### src/rtl/axi4_stream_gen.sv
// rtl/axi4_stream_gen.sv - AXI4-Stream counting-pattern packet generator
// Packets of cfg_len beats carry a free-running lane counter, separated by cfg_gap idle cycles.
module axi4_stream_gen #(
  parameter int DN = 1,
  parameter int DW = 8
) (
  input  logic               ACLK,
  input  logic               ARESETn,
  input  logic               ctl_str,
  input  logic               ctl_stp,
  input  logic [15:0]        cfg_len,
  input  logic [15:0]        cfg_num,
  input  logic [7:0]         cfg_gap,
  input  logic [DN-1:0]      cfg_kep,
  output logic               sts_bsy,
  output logic [15:0]        sts_pkt,
  output logic [DN*DW-1:0]   TDATA,
  output logic [DN-1:0]      TKEEP,
  output logic               TLAST,
  output logic               TVALID,
  input  logic               TREADY
);

  typedef enum logic [1:0] {S_IDLE, S_SEND, S_GAP} state_t;

  state_t        state_q;
  logic [15:0]   len_q;
  logic [15:0]   num_q;
  logic [7:0]    gap_q;
  logic [DN-1:0] kep_q;
  logic [15:0]   pkt_q;
  logic [15:0]   beat_q;
  logic [15:0]   bip_q;
  logic [7:0]    gcnt_q;
  logic          stop_q;

  logic          xfer;
  logic          is_last;
  logic          num_hit;
  logic          stop_now;
  logic [15:0]   pkt_d;
  logic [15:0]   beat_d;
  logic [15:0]   bip_d;

  always_comb begin
    xfer     = (state_q == S_SEND) && TREADY;
    is_last  = (bip_q == len_q - 16'd1);
    pkt_d    = (pkt_q == 16'hFFFF) ? pkt_q : pkt_q + 16'd1;
    num_hit  = (num_q != 16'd0) && (({1'b0, pkt_q} + 17'd1) == {1'b0, num_q});
    stop_now = stop_q | ctl_stp;
    beat_d   = beat_q + 16'd1;
    bip_d    = bip_q + 16'd1;
  end

  // Outputs decode registered state only, so nothing here looks at TREADY.
  assign TVALID  = (state_q == S_SEND);
  assign TLAST   = TVALID & is_last;
  assign TKEEP   = TVALID ? (is_last ? kep_q : {DN{1'b1}}) : {DN{1'b0}};
  assign sts_bsy = (state_q != S_IDLE);
  assign sts_pkt = pkt_q;

  always_comb begin
    logic [DW-1:0] lane;
    TDATA = '0;
    lane  = '0;
    for (int i = 0; i < DN; i++) begin
      lane = DW'(32'(beat_q) * 32'(DN) + 32'(i));
      if (TVALID) TDATA[i*DW +: DW] = lane;
    end
  end

  always_ff @(posedge ACLK) begin
    if (!ARESETn) begin
      state_q <= S_IDLE;
      len_q   <= '0;
      num_q   <= '0;
      gap_q   <= '0;
      kep_q   <= '0;
      pkt_q   <= '0;
      beat_q  <= '0;
      bip_q   <= '0;
      gcnt_q  <= '0;
      stop_q  <= 1'b0;
    end else begin
      case (state_q)
        S_IDLE: begin
          if (ctl_str) begin
            state_q <= S_SEND;
            len_q   <= (cfg_len == 16'd0) ? 16'd1 : cfg_len;
            num_q   <= cfg_num;
            gap_q   <= cfg_gap;
            kep_q   <= cfg_kep;
            pkt_q   <= '0;
            beat_q  <= '0;
            bip_q   <= '0;
            stop_q  <= ctl_stp;
          end
        end
        S_SEND: begin
          if (ctl_stp) stop_q <= 1'b1;
          if (xfer) begin
            beat_q <= beat_d;
            if (is_last) begin
              bip_q <= '0;
              pkt_q <= pkt_d;
              if (num_hit || stop_now) begin
                state_q <= S_IDLE;
                stop_q  <= 1'b0;
              end else if (gap_q != 8'd0) begin
                state_q <= S_GAP;
                gcnt_q  <= gap_q;
              end
            end else begin
              bip_q <= bip_d;
            end
          end
        end
        S_GAP: begin
          // A pending stop ends the run here since no packet is in flight.
          if (stop_now) begin
            state_q <= S_IDLE;
            stop_q  <= 1'b0;
          end else if (gcnt_q == 8'd1) begin
            state_q <= S_SEND;
          end else begin
            gcnt_q <= gcnt_q - 8'd1;
          end
        end
        default: state_q <= S_IDLE;
      endcase
    end
  end

endmodule

### config.mk
export PLATFORM = sky130hd
export DESIGN_NAME = axi4_stream_gen
export DESIGN_NICKNAME = d
export VERILOG_FILES = /design/src/rtl/axi4_stream_gen.sv
export SDC_FILE = /design/constraint.sdc
export NUM_CORES = 1
export LEC_CHECK = 0
export BUFFER_PORTS_ARGS = -buffer_cell sky130_fd_sc_hd__buf_4
export CORE_ASPECT_RATIO = 0.9
export CORE_MARGIN = 2
export CORE_UTILIZATION = 45
export DETAILED_ROUTE_END_ITERATION = 6
export PLACE_DENSITY = 0.77
export SLEW_MARGIN = 10
export SYNTH_ARGS = -nofsm -noshare
export SYNTH_HDL_FRONTEND = slang
export SYNTH_SLANG_ARGS = --single-unit
### constraint.sdc
create_clock -name ACLK -period 3.62 [get_ports ACLK]
set_clock_uncertainty 0.05 [all_clocks]
set_input_delay 0.543 -clock ACLK [delete_from_list [all_inputs] [get_ports ACLK]]
set_output_delay 0.543 -clock ACLK [all_outputs]
set_load 0.02 [all_outputs]
==> impl_metrics.toml, run 1 <==
[power_and_ir_drop]
switching_share_pct = 38.2
powerDensity_nw_per_um2 = 516
power_frac_clock_pct = 26.3
pwr-share-comb_pct = 37.5
internal_power_uw = 2090
power_frac_seq_pct = 36.2
max-vdd-ir-drop_mv = 0.313
p_sw_uw = 1300
power_leakage_uw = 0.00254

[detailed_routing]
viasPerCell = 5.66
routed_wirelength_um = 14000
drt_iter0_markers = 515
drc_errors = 0
drt_pass1_iterations = 5
avgRoutedWirePerCell_um = 14.6
antenna_left = 0
vias = 5412

[die]
io_pins = 74
core_um2 = 12000
start_util_pct = 45.7
die_w_um = 120
dieArea_um2 = 13100
rows = 38
die_y_um = 109

[timing]
finalHoldViolations = 0
fmax_mhz = 283
fin_crit_sh_pct = 97.6
setup_viol = 0
slew_headroom_pct = 43.9
rsz0062_at_grt = "true"
maxSlewViolCount = 0
fin_tns_setup_ps = 0
fin_ws_ps = 85.2
worst_pin_slew_ps = 841
min_period_ps = 3530

[setup_path]
critical_path.max_fanout = 6
worstSetupStartpointType = "register"
cp-end-kind = "output port"
crit_type = "register to output port"
crit_required_ps = 3030
crit_arrival_ps = 2940
reg2reg_depth = 12

[clocking]
clk_pin_slew_ps = 70
h-tree-depth = 3
cts_sinks = 92
cts_buffers = 9
cts_tree = "built"
clk_path_buf_depth = 2
clockRootBuffer = "clkbuf_16"
clk_latency_ps = 340
cts_hold_buf = 0

[synth]
yosysTopAreaCell = "dfxtp_1"
ys.flop_type = "dfxtp_1"
synth_top_area_share_pct = 33.7
synth_top_family_by_area = "simple AND/OR/NAND/NOR gates"
syn_avg_cell_area_um2 = 7.59
yosysSeqAreaShare_pct = 33.7
synth-async-reset-ratio_pct = 0
synth-compound-area-share_pct = 19.4
ys.warnings.count = 0
synthTopCellsByCount = "nand2_1 (122), dfxtp_1 (92), nor2_1 (66), a21oi_1 (58), clkbuf_1 (32)"
ys_seq_elements = 92
synth_area_um2 = 5470
muxShareOfSynthArea_pct = 1.30
synthTopCellsByArea = "dfxtp_1 (34%), nand2_1 (8.4%), a21oi_1 (5.3%)"
synthCells = 721
synth_fa_ha_area_share_pct = 2.29
synth.distinct_cells = 70
synth_edf_count = 0
synth_xor_area_share_pct = 8.17
synth_simple_gate_area_share_pct = 30.3
synth_nets = 777
synth_most_common_cell = "nand2_1"

[final_layout]
layout-drive-gt1-share_pct = 18.2
syn_to_final_growth_pct = 19.9
fin_nets = 848
fin_util_pct = 54.8
antenna_cells = 0
final_cells = 957

[min_path]
min_path_type = "primary input to register"
holdPathStages = 3

[placement]
preCtsSetupSlack_ps = 230
gp_congestion = 0.905
dpl.hpwl_um = 10300
place_inst = 938
portBuffers = 73

[run]
drv_cap = 0

[grt]
grt_pass1_vias = 4959
grt_overflow_total = 0
antenna_found_initial = 0
grt_pass1_wl_um = 23600
grt_max_degree = 55
track_usage_pct = 22.0

[run_status]
status = "finished clean"
layout by cell type, fill, tap and decap left out, drive strengths merged, types with 4 or more instances in the layout:
master,synthesis,final
nor3,13,13
nand3b,6,6
mux2i,6,6
o31ai,15,15
o2111ai,4,4
o211ai,4,4
nand4,17,17
dfxtp,92,92
inv,21,24
o41ai,5,5
or2,5,5
nand2b,6,6
ha,10,10
clkbuf,32,9
xnor2,23,23
buf,12,104
a211oi,4,4
and3,6,6
a21boi,4,4
a31oi,9,9
o21ai,32,32
nand3,30,30
or4,4,4
nor2,67,67
nor2b,10,10
nand2,123,123
xor2,28,28
nor4,16,16
and2,10,10
a21oi,58,58
or3,7,7
o32ai,5,5
critical path: stages (launching register included):
cell and delay [ps]:
dfxtp_2 350, inv_1 60, ha_1 150, or4b_4 500
or4_4 540, o21ai_2 160, o21ai_0 90, or4_4 450
nor2_1 100, nor2_1 40, buf_4 160
worst paths after layout:
kind                                            start                      to  slack, ps
worst max-delay path            len_q[1]$_SDFFE_PN0P_                   TKEEP         90
worst min-delay path                       cfg_gap[3]   gap_q[3]$_SDFFE_PN0P_        390
worst max register to register  len_q[1]$_SDFFE_PN0P_  gcnt_q[3]$_SDFFE_PN0P_        240
worst min register to register  gap_q[3]$_SDFFE_PN0P_   gap_q[3]$_SDFFE_PN0P_        420
per-stage QoR:
stage                     hold slack [ps]  cell area, um^2  total power, uW
after floorplan                       387             5470             2120
after global placement                407             6240             2450
after detailed placement              411             6240             2470
after CTS                             385             6520             3360
after global routing                  396             6560             3600
final                                 390             6560             3390
routing by layer:
metal,GRT usage (%),part of all wire (%)
met5,0,0
met4,6.31,1.5
met3,3.48,5.3
met2,35.1,44
met1,31.0,49
flip-flops by register name, summed over array words and instances (netlist names), 2 cells and up:
register and flops:
beat_q 8, num_q 16, len_q 16, gap_q 8, bip_q 16, gcnt_q 8, state_q 2, sts_pkt 16
what timing repair did:
item,CTS,global route
pin swaps,0,5
gates resized for setup,2,6
setup buffers,0,3
hold endpoints to repair,0,0
setup endpoints to repair,1,15
cells by family after synthesis:
kind of cell	Yosys count
compound gates	161
mux	7
fa+ha+maj	10
xor+xnor	51
buf+inv	65
flops	92
simple gates	335
area by class of cell:
| class | instances | area (um^2) |
|---|---|---|
| Fill cell | 1157 | 5420 |
| Multi-Input combinational cell | 564 | 3380 |
| Sequential cell | 92 | 1840 |
| Timing Repair Buffer | 104 | 781 |
| Clock buffer | 9 | 225 |
| Tap cell | 160 | 200 |
| Inverter | 21 | 78.8 |
| Clock inverter | 7 | 48.8 |
power groups by stage:
stage	Clock, uW	Combinational, uW	Sequential, uW
final	890	1270	1230
after global routing	943	1410	1240
after CTS	903	1230	1220
after detailed placement	0	1220	1250
after global placement	0	1210	1240
after floorplan	0	896	1220
No activity file was read; power rests on OpenSTA's default activity.
==> inputs of run 2 (changes only) <==
Settings changed: CORE_UTILIZATION 45 to 54, PLACE_DENSITY 0.77 to 0.88.
==> impl_metrics.toml, run 2 (synthesized netlist as in run 1, its figures left out) <==
[clocking]
clk_pin_slew_ps = 90
h-tree-depth = 3
clk_latency_ps = 380
clk_path_buf_depth = 2
cts_sinks = 92
cts_hold_buf = 0
clockRootBuffer = "clkbuf_8"
cts_tree = "built"
cts_buffers = 9

[setup_path]
critical_path.max_fanout = 5
cp-end-kind = "output port"
worstSetupStartpointType = "register"
crit_arrival_ps = 2940
crit_type = "register to output port"
crit_required_ps = 3030

[timing]
worst_pin_slew_ps = 1050
min_period_ps = 3540
finalHoldViolations = 0
maxSlewViolCount = 0
setup_viol = 0
slew_headroom_pct = 29.7
fin_tns_setup_ps = 0
rsz0062_at_grt = "false"
fin_crit_sh_pct = 97.7
fin_hold_ws_ps = 349
fmax_mhz = 283

[detailed_routing]
drt_pass1_iterations = 5
drt_iter0_markers = 472
antenna_left = 0
routed_wirelength_um = 14800
vias = 5626
viasPerCell = 6.15
drc_errors = 0
avgRoutedWirePerCell_um = 16.1

[grt]
antenna_found_initial = 0
track_usage_pct = 27.3
busiest_layer = "met2"
grt_overflow_total = 0
met3_usage_pct = 5.50
grt_util_met1_pct = 35.4
grt_max_degree = 56
grt_pass1_vias = 5213
use_met2_pct = 45.0
grt_pass1_wl_um = 23800

[power_and_ir_drop]
switching_share_pct = 40.6
max-vdd-ir-drop_mv = 0.322
power_leakage_uw = 0.00247
power_frac_seq_pct = 38.6
internal_power_uw = 1910
pwr-share-comb_pct = 40.7
power_uw = 3220
power_frac_clock_pct = 20.7
powerDensity_nw_per_um2 = 500
p_sw_uw = 1310

[final_layout]
final_cells = 915
layout-drive-gt1-share_pct = 19.3
design_area_um2 = 6440
antenna_cells = 0
fill_cells = 780
final_cell_mix = "nand2_1 (122), buf_4 (96), dfxtp_1 (86), nor2_1 (64), a21oi_1 (57)"
syn_to_final_growth_pct = 17.7
multi_input_area_um2 = 3440
layout_commonest_cell = "nand2_1"
fin_nets = 840
final-seq-area_um2 = 1860

[die]
die_y_um = 99.5
dieArea_um2 = 11000
rows = 34
io_pins = 74
start_util_pct = 56.2
die_w_um = 110
core_um2 = 9740

[placement]
place_inst = 888
gp_congestion = 0.950
dpl.hpwl_um = 10700
dpl_cell_area_um2 = 6080
portBuffers = 73

[min_path]
min_path_type = "primary input to register"

[run]
drv_cap = 0

[run_status]
status = "finished clean"
[run 2: cell types whose count changed in the layout (fill, tap and decap cells not counted), sizes merged]
| cell | change |
|---|---|
| buf | -8 |
| clkbuf | +1 |
| clkinvlp | -1 |
[run 2: timing repair]
item / CTS / global route
endpoints found under the setup margin: 4 / 22
pin swaps: 6 / 5
setup buffers: 8 / 3
gates resized for setup: 21 / 10
[run 2: metrics by stage]
step | utilization (%) | setup WS [ps]
after floorplan | - | 314
after detailed placement | 62.4 | 14.8
after global routing | 66.1 | 0.667
after CTS | 65.5 | 3.64
after global placement | 62.4 | 189
final | 66.1 | 83.1
[run 2: critical path, stage by stage, from the launching register on]
cell	delay, ps
dfxtp_2	340
or4_4	580
nor2_4	190
nand4b_1	130
a211o_1	320
and3_4	170
or4_4	520
nor2_2	90
nor2_1	50
buf_4	160
[run 2: per-layer routing]
| metal | wire, um | vias up | part of all wire, % |
|---|---|---|---|
| met5 | 0 | - | 0 |
| met4 | 374 | 0 | 2.5 |
| met3 | 1260 | 44 | 8.5 |
| met2 | 6970 | 272 | 47 |
| met1 | 6170 | 2626 | 42 |
| li1 | - | 2684 | - |
[run 2: final timing paths]
path / from / to / depth (start not counted) / slack [ps]
worst max-delay path: len_q[8]$_SDFFE_PN0P_ / TKEEP / 9 / 80
worst min-delay path: cfg_num[2] / num_q[2]$_SDFFE_PN0P_ / 3 / 350
worst min register to register: gap_q[2]$_SDFFE_PN0P_ / gap_q[2]$_SDFFE_PN0P_ / 2 / 430
worst max register to register: len_q[8]$_SDFFE_PN0P_ / sts_pkt[10]$_SDFFE_PN0P_ / 9 / 240
[run 2: final cells by class]
cell class / instances / area share (%)
multi-input cells: 564 / 53.5
flip-flops and latches: 92 / 28.8
repair buffers: 96 / 11.2
well taps: 126 / 2.45
clock buffers: 10 / 2.14
inverters: 21 / 1.22
clock inverters: 6 / 0.699
[run 2: power by group through the flow]
stage / sequential [uW] / combinational [uW] / clock, uW
final: 1240 / 1310 / 666
after detailed placement: 1260 / 1170 / 0
after global routing: 1260 / 1430 / 723
after floorplan: 1220 / 896 / 0
after global placement: 1250 / 1130 / 0
after CTS: 1230 / 1240 / 677
==> inputs of run 3 (changes only) <==
Settings changed: REMOVE_ABC_BUFFERS set to 1, SETUP_SLACK_MARGIN set to 0.3.
==> impl_metrics.toml, run 3 (synthesized netlist as in run 1, its figures left out) <==
[detailed_routing]
drt_iter0_markers = 568
viasPerCell = 6.14
vias = 5738
avgRoutedWirePerCell_um = 17.1
antenna_left = 0
met3RoutedLength_um = 1560
drt_pass1_iterations = 6
drc_errors = 0
routed.top_layer = "met4"
wl_met2_um = 7280
met1_length_um = 6780
routed_wirelength_um = 16000

[power_and_ir_drop]
max-vdd-ir-drop_mv = 0.324
internal_power_uw = 2000
p_sw_uw = 1410
pwr-share-comb_pct = 44.4
power_leakage_uw = 0.00259
power_frac_clock_pct = 19.2
switching_share_pct = 41.4
powerDensity_nw_per_um2 = 508
power_frac_seq_pct = 36.4

[placement]
portBuffers = 73
dpl_cell_area_um2 = 6110
dpl.hpwl_um = 10500
gp_congestion = 0.975

[clocking]
h-tree-depth = 3
cts_tree = "built"
clk_path_buf_depth = 2
clk_pin_slew_ps = 90
cts_sinks = 92
cts_buffers = 9
clockRootBuffer = "clkbuf_8"
clk_latency_ps = 380

[setup_path]
reg2reg_depth = 16
crit_arrival_ps = 2920
crit_type = "register to output port"
worstSetupStartpointType = "register"
rrSetupSlack_ps = 150
cp_top_family = "compound AO/OA/AOI/OAI gates"
max_stage_delay_ps = 510
crit_buf_inv = 4
crit_required_ps = 3030
worstReg2RegEnd = "gcnt_q[3]$_SDFFE_PN0P_"
worstReg2RegStart = "len_q[1]$_SDFFE_PN0P_"
cp-end-kind = "output port"
crit_chain = "inv_2 > ha_4 > buf_6 > buf_4 > o21bai_1 > a311oi_1 > o31ai_1 > o21ai_1 > nand2_1 > or4_4 > nor2_1 > nor2_1 > buf_4"
critical_path.max_fanout = 6
slowest_stage = "or4_4"

[grt]
track_usage_pct = 28.0
grt_max_degree = 56
grt_pass1_vias = 5187
antenna_found_initial = 0
grt_overflow_total = 0
grt_pass1_wl_um = 24600

[timing]
finalHoldViolations = 0
fmax_mhz = 284
worst_pin_slew_ps = 1070
fin_tns_setup_ps = 0
slew_headroom_pct = 28.5
rsz0062_at_grt = "true"
setup_viol = 0
min_period_ps = 3520
maxSlewViolCount = 0
fin_crit_sh_pct = 97.1

[min_path]
min_from = "cfg_gap[4]"
min_path_type = "primary input to register"
worstHoldEndpoint = "gap_q[4]$_SDFFE_PN0P_"
holdPathStages = 3

[final_layout]
layout-drive-gt1-share_pct = 23.2
syn_to_final_growth_pct = 22.4
fin_nets = 860
final_cell_mix = "nand2_1 (120), buf_4 (110), dfxtp_1 (84), nor2_1 (65), a21oi_1 (55)"
final-seq-area_um2 = 1860
antenna_cells = 0
design_area_um2 = 6700
multi_input_area_um2 = 3550
layout_commonest_cell = "nand2_1"
fill_cells = 733

[run]
drv_cap = 0

[die]
io_pins = 74
die_y_um = 99.5
dieArea_um2 = 11000
rows = 34
start_util_pct = 56.2
die_w_um = 110
core_um2 = 9740

[run_status]
status = "finished clean"
## run 3: cell count changes in the layout (fill, tap and decap cells not counted), sizes merged
cell | previous run | this run
inv | 24 | 23
clkinv | 3 | 5
or2 | 5 | 6
a21oi | 58 | 59
clkbuf | 10 | 9
buf | 96 | 114
## run 3: how the worst max path moves through the flow
stage | from | endpoint | slack [ps] | cells after the start
6_report | len_q[1]$_SDFFE_PN0P_ | TKEEP | 100 | 13
3_3_place_gp | len_q[0]$_SDFFE_PN0P_ | sts_pkt[15]$_SDFFE_PN0P_ | 240 | 11
5_1_grt | len_q[8]$_SDFFE_PN0P_ | TKEEP | 50 | 10
2_1_floorplan | len_q[0]$_SDFFE_PN0P_ | gcnt_q[3]$_SDFFE_PN0P_ | 340 | 10
4_1_cts | len_q[6]$_SDFFE_PN0P_ | TKEEP | 130 | 10
3_5_place_dp | len_q[0]$_SDFFE_PN0P_ | sts_pkt[15]$_SDFFE_PN0P_ | 40 | 11
## run 3: layer usage
| metal | global-route usage (%) | up-vias |
|---|---|---|
| met5 | 0 | - |
| met4 | 8.94 | 0 |
| met3 | 4.65 | 42 |
| met2 | 43.6 | 317 |
| met1 | 39.6 | 2660 |
| li1 | - | 2719 |
## run 3: through the flow
| stage | worst slack, ps | instances | power, uW | util [%] | hold slack, ps |
|---|---|---|---|---|---|
| final | 105 | 935 | 3400 | 68.7 | 357 |
| after global routing | 46.5 | 935 | 3600 | 68.7 | 354 |
| after CTS | 127 | 924 | 3220 | 66.5 | 350 |
| after detailed placement | 44.3 | 892 | 2430 | 62.7 | 397 |
| after global placement | 236 | 892 | 2390 | 62.7 | 394 |
| after floorplan | 336 | 677 | 2070 | - | 387 |
## run 3: worst register-to-register path, cell delays in order, from the launching register on
cell	delay (ps)
dfxtp_2	350
inv_2	50
ha_4	160
buf_6	120
buf_4	130
o21bai_1	150
a311oi_1	350
o31ai_1	130
o21ai_1	190
nand2_1	80
or4_4	510
buf_4	160
buf_6	120
o31a_1	310
buf_12	160
o211ai_1	180
o31ai_1	110
## run 3: power groups by stage
| stage | Sequential [uW] | Clock, uW | Combinational, uW |
|---|---|---|---|
| after global placement | 1250 | 0 | 1140 |
| after CTS | 1230 | 660 | 1330 |
| after detailed placement | 1260 | 0 | 1170 |
| after floorplan | 1230 | 0 | 838 |
| final | 1240 | 654 | 1510 |
| after global routing | 1260 | 708 | 1640 |
## run 3: area by class of cell
| class | instances | area share [%] |
|---|---|---|
| clock buffer | 9 | 1.85 |
| clock inverter | 7 | 0.747 |
| inverter | 21 | 1.18 |
| multi-input combinational | 566 | 53.0 |
| sequential | 92 | 27.7 |
| tap | 126 | 2.35 |
| timing repair buffer | 114 | 13.1 |
## run 3: what timing repair did
action / in CTS / in global routing
hold buffers: 0 / 0
cloned: 0 / 2
endpoints found under the setup margin: 41 / 41
gates resized for setup: 25 / 37
pin swaps: 15 / 19
buffers inserted: 16 / 9
